--- config.mk ---
export PLATFORM = sky130hd
export DESIGN_NAME = apb_master_bridge
export DESIGN_NICKNAME = d
export VERILOG_FILES = /design/src/rtl/apb_master_bridge.sv
export SDC_FILE = /design/constraint.sdc
export NUM_CORES = 1
export LEC_CHECK = 0
export ABC_AREA = 1
export BUFFER_PORTS_ARGS = -buffer_cell sky130_fd_sc_hd__buf_4
export CAP_MARGIN = 5
export CORE_ASPECT_RATIO = 2
export CORE_MARGIN = 2
export CORE_UTILIZATION = 46
export CTS_CLUSTER_DIAMETER = 100
export CTS_CLUSTER_SIZE = 12
export DETAILED_ROUTE_END_ITERATION = 10
export PLACE_DENSITY = 0.89
export SYNTH_ARGS = -nofsm -noshare
export SYNTH_HDL_FRONTEND = slang
export SYNTH_SLANG_ARGS = --single-unit
--- constraint.sdc ---
create_clock -name clk_i -period 4.5 [get_ports clk_i]
set_clock_uncertainty 0.1 [all_clocks]
set_input_delay 0.9 -clock clk_i [delete_from_list [all_inputs] [get_ports clk_i]]
set_output_delay 0.9 -clock clk_i [all_outputs]
set_load 0.02 [all_outputs]
--- src/rtl/apb_master_bridge.sv ---
// apb_master_bridge: single-outstanding request/response to APB master bridge; optional access timeout under APB_MASTER_TIMEOUT_EN
module apb_master_bridge #(
  parameter int ADDR_WIDTH     = 32,
  parameter int DATA_WIDTH     = 32,
  parameter int TIMEOUT_CYCLES = 16
) (
  input  logic                  clk_i,
  input  logic                  rst_i,
  input  logic                  req_valid_i,
  output logic                  req_ready_o,
  input  logic [ADDR_WIDTH-1:0] req_addr_i,
  input  logic                  req_write_i,
  input  logic [DATA_WIDTH-1:0] req_wdata_i,
  output logic                  rsp_valid_o,
  input  logic                  rsp_ready_i,
  output logic [DATA_WIDTH-1:0] rsp_rdata_o,
  output logic                  rsp_err_o,
  output logic [ADDR_WIDTH-1:0] paddr_o,
  output logic                  psel_o,
  output logic                  penable_o,
  output logic                  pwrite_o,
  output logic [DATA_WIDTH-1:0] pwdata_o,
  output logic                  pclk_o,
  input  logic                  pready_i,
  input  logic [DATA_WIDTH-1:0] prdata_i,
  input  logic                  pslverr_i
);
  typedef enum logic [1:0] {IDLE, SETUP, ACCESS, RESP} state_t;
  state_t                r_state;
  logic                  r_psel, r_penable, r_pwrite, r_rsp_valid, r_rsp_err;
  logic [ADDR_WIDTH-1:0] r_paddr;
  logic [DATA_WIDTH-1:0] r_pwdata, r_rsp_rdata;
`ifdef APB_MASTER_TIMEOUT_EN
  localparam int TW = $clog2(TIMEOUT_CYCLES + 1);
  logic [TW-1:0] r_tmo;
  logic          w_tmo_hit;
  assign w_tmo_hit = (r_tmo == TW'(TIMEOUT_CYCLES - 1));
`else
  logic w_unused_tmo;
  assign w_unused_tmo = |TIMEOUT_CYCLES;
`endif
  assign pclk_o      = clk_i;
  assign req_ready_o = (r_state == IDLE);
  assign psel_o      = r_psel;
  assign penable_o   = r_penable;
  assign pwrite_o    = r_pwrite;
  assign paddr_o     = r_paddr;
  assign pwdata_o    = r_pwdata;
  assign rsp_valid_o = r_rsp_valid;
  assign rsp_rdata_o = r_rsp_rdata;
  assign rsp_err_o   = r_rsp_err;
  // Sequence one command through SETUP and ACCESS, then hold its response until consumed
  always_ff @(posedge clk_i or posedge rst_i) begin
    if (rst_i) begin
      r_state     <= IDLE;
      r_psel      <= 1'b0;
      r_penable   <= 1'b0;
      r_pwrite    <= 1'b0;
      r_paddr     <= '0;
      r_pwdata    <= '0;
      r_rsp_valid <= 1'b0;
      r_rsp_rdata <= '0;
      r_rsp_err   <= 1'b0;
`ifdef APB_MASTER_TIMEOUT_EN
      r_tmo       <= '0;
`endif
    end else begin
      case (r_state)
        IDLE: if (req_valid_i) begin
          r_state  <= SETUP;
          r_psel   <= 1'b1;
          r_paddr  <= req_addr_i;
          r_pwrite <= req_write_i;
          r_pwdata <= req_wdata_i;
`ifdef APB_MASTER_TIMEOUT_EN
          r_tmo    <= '0;
`endif
        end
        SETUP: begin
          r_state   <= ACCESS;
          r_penable <= 1'b1;
        end
        ACCESS: if (pready_i) begin
          r_state     <= RESP;
          r_psel      <= 1'b0;
          r_penable   <= 1'b0;
          r_rsp_valid <= 1'b1;
          r_rsp_rdata <= r_pwrite ? '0 : prdata_i;
          r_rsp_err   <= pslverr_i;
        end
`ifdef APB_MASTER_TIMEOUT_EN
        else if (w_tmo_hit) begin
          r_state     <= RESP;
          r_psel      <= 1'b0;
          r_penable   <= 1'b0;
          r_rsp_valid <= 1'b1;
          r_rsp_rdata <= '0;
          r_rsp_err   <= 1'b1;
        end else r_tmo <= r_tmo + TW'(1);
`endif
        RESP: if (rsp_ready_i) begin
          r_state     <= IDLE;
          r_rsp_valid <= 1'b0;
        end
        default: r_state <= IDLE;
      endcase
    end
  end
endmodule

==> results.md <==
Routing:
- The routed design uses 834 µm of met3 wire.
- After the first detailed-routing iteration, the DRC count stood at 203.
- The routed length on met2 is 6.12 mm.
- The remaining antenna violation count is 0.
- The detailed router used layers up to and including met4.
- The post-detailed-route DRC marker count is 0.
- The iteration count of the initial detailed-routing pass is 4.
- Summed over all layers, the routed wires come to 11.4 mm.
- The number of vias after detailed routing is 3939.
- Dividing the detail-routed via count by the number of cells gives 5.12.
- In the final routed layout, each cell accounts on average for 14.8 µm.
- The detailed-route wire length on metal 1 is 4.21 mm.

Synthesis:
- The share of synthesized flip-flops with an asynchronous set or reset is 1.00.
- The most frequently used flop master after synthesis is dfrtp_1.
- In the synthesized netlist, the cells that appear most often are nand2_1 (211), dfrtp_1 (103), nand3_1 (68), o21ai_0 (17), o21ai_2 (17).
- After technology mapping, the gate count stands at 473.
- Yosys printed 0 warnings.
- The number of enable flip-flop cells after synthesis is 0.
- The most area-hungry cell type in the Yosys netlist is dfrtp_1.
- After synthesis, the cell types taking the most area are dfrtp_1 (59%), nand2_1 (18%), nand3_1 (7.8%).
- The number of distinct standard cells referenced by the synthesized netlist is 16.
- The number of storage elements in the synthesis netlist is 103.
- The net count after synthesis is 582.
- In the post-synthesis netlist, the cell with the most instances is nand2_1.
- The sequential cell area fraction in the yosys report is 0.593.
- Averaged over all synthesized cells, the footprint is 9.18 µm².
- Of the post-synthesis cell area, the dominant cell type holds 0.593.
- The netlist area before placement is 0.00434 mm².

STA:
- The number of pins exceeding their max-slew limit in the final report came to 0.
- Setup repair after global routing left no endpoint under its margin.
- The hold violation count in the final report is 0.
- For the pin with the worst max-slew slack, the measured transition is 1200 ps.
- Adding up every negative setup slack in the final design gives 0 ps.
- The worst relative slew slack is 0.199.
- Setup violations remaining at the end of the flow were counted as 0.

Worst setup path:
- In this run the worst path has a maximum fanout of 2.
- The worst setup path is of the clock port to output port kind.
- STA classifies the critical path endpoint as an output port.
- The startpoint identified for the worst register-to-register timing path is r_state[0].
- The worst reg-to-reg path cell count is 5.
- The worst-case register-to-register setup slack is 2090 ps.
- In this run the critical register-to-register path is captured at pwrite_o.
- The startpoint kind of the worst setup timing path is a clock port.
- The data required time at the worst endpoint is 3500 ps.
- Data arrives at the worst endpoint at 2640 ps.
- The critical path starts at clk_i.
- The endpoint of the most critical setup path is pclk_o.

Power:
- The standby leakage power is 3.40 nW.
- The worst-case vdd ir drop is 0.000407 V.
- The power density of the placed cells is 777 mW/mm².
- Overall power consumption after layout is estimated at 4.81 mW.

Placed design:
- The number of placed instances, taps included, is 753.
- The placed instances occupy a cell area of 0.00580 mm².
- The final RePlAce weighted congestion is 0.794.
- The number of buffers inserted by port buffering is 205.
- The post-detailed-placement half-perimeter wirelength is 8.07 mm.

Hold path:
- The startpoint of the tightest hold check path is paddr_o[24].
- The depth of the worst hold-timing path is 2.
- The worst hold path belongs to the class register to register.

GRT:
- The first-pass GRT wire length is 17.9 mm.
- The global-route usage over all layers is 0.224.
- The number of antenna violations at the first check in global routing is 0.
- The pin count of the biggest net entering global routing is 70.
- The number of global-route vias before repair is 3967.
- Global routing finished with a remaining overflow of 0.

Clock tree:
- Clock-pin slew was measured on the worst setup and hold paths at 60 ps.
- The quantity of hold-fixing buffers added after cts is 0.
- Post-CTS timing repair inserted 0 buffers for setup.
- TritonCTS built the clock tree.
- The insertion delay to the later sink of the worst-skew pair is 440 ps.
- Once the clock tree was built, the resizer swapped 0 gates to a different size.

Die:
- The total I/O pin count is 206.
- The initial utilization of the core area, before any placement, comes to 0.469.
- The cell row count is 50.
- The floorplan step defined a die boundary enclosing 0.0103 mm².
- The horizontal die dimension is 72.7 µm.
- The core region is 0.00926 mm².
- Measured along the y axis, the die boundary spans 141 µm.

Cells and area:
- The final cell count without fillers is 770.
- The number of antenna diodes in the final layout is 0.
- The area growth from synthesis to layout is 42.7%.
- At the end of the flow, the number of nets in the layout was 772.
- The post-route standard cell area excluding fillers is 0.00620 mm².
- Of the cells placed in the final design, the portion with a size suffix greater than 1 is 0.369.

Run status:
- The flow ran to the end, and the final reports show no timing, DRC or antenna violations.

Job:
- The tool flagged a number of max-cap violations equal to 0.
-- power breakdown --
part	total, mW	switching [mW]	internal [mW]
registers	1.61	0.254	1.36
clock network	0.986	0.350	0.636
logic	2.22	1.35	0.867
total	4.81	1.96	2.86
-- flip-flops by register name, summed over array words and instances (netlist names) --
name	flops
paddr_o	32
rsp_err_o	1
rsp_rdata_o	32
r_state	2
pwrite_o	1
psel_o	1
penable_o	1
rsp_valid_o	1
pwdata_o	32
-- worst min path at each step --
stage / endpoint / slack [ps]
after floorplan: r_state[0] / 400
after global placement: pwdata_o[5] / 350
after detailed placement: pwdata_o[11] / 360
after CTS: paddr_o[24] / 380
after global routing: pwdata_o[11] / 400
final: paddr_o[24] / 370
-- metal layers --
metal	vias to the layer above	global-route usage
li1	1888	-
met1	1863	0.248
met2	169	0.393
met3	19	0.0646
met4	0	0.0936
met5	-	0
-- cell usage in the layout, fill, tap and decap left out --
cell / Yosys / final
a21oi_1: 2 / 2
o21ai_1: 1 / 1
inv_4: 0 / 1
clkbuf_16: 0 / 12
nand4_1: 3 / 3
nand2_2: 1 / 2
nor2_1: 1 / 1
nand2_1: 211 / 210
o21ai_2: 17 / 17
clkinvlp_4: 0 / 1
inv_1: 11 / 10
nand3_1: 68 / 68
buf_4: 8 / 208
ha_1: 6 / 5
bufinv_16: 0 / 2
o21ai_0: 17 / 17
dfrtp_1: 103 / 103
clkbuf_8: 0 / 2
ha_2: 0 / 1
-- cell families (layout without fill, tap and decap cells) --
group           count (synthesis)  count (layout)  synth area share
simple gates                  284             284             0.267
flops                         103             103             0.593
fa+ha+maj                       6               6            0.0173
buf+inv                        43             236            0.0648
compound gates                 37              37            0.0573
-- per-stage QoR --
stage / hold slack, ps / setup WS [ps] / utilization
2_1_floorplan: 403 / 796 / -
3_3_place_gp: 355 / 1120 / 0.627
3_5_place_dp: 359 / 1120 / 0.627
4_1_cts: 375 / 859 / 0.669
5_1_grt: 397 / 856 / 0.669
6_report: 371 / 861 / 0.669
-- critical path: stages --
cell,delay [ps]
clkbuf_16,120
clkbuf_16,120
buf_4,140
-- area by class of cell --
type	count	area, µm²
fill	708	3060
sequential	103	2580
timing repair buffer	207	1550
multi-input combinational	327	1490
clock buffer	15	335
tap	104	130
clock inverter	3	67.6
inverter	11	43.8
Note: power is estimated with default switching activity, not from simulation.
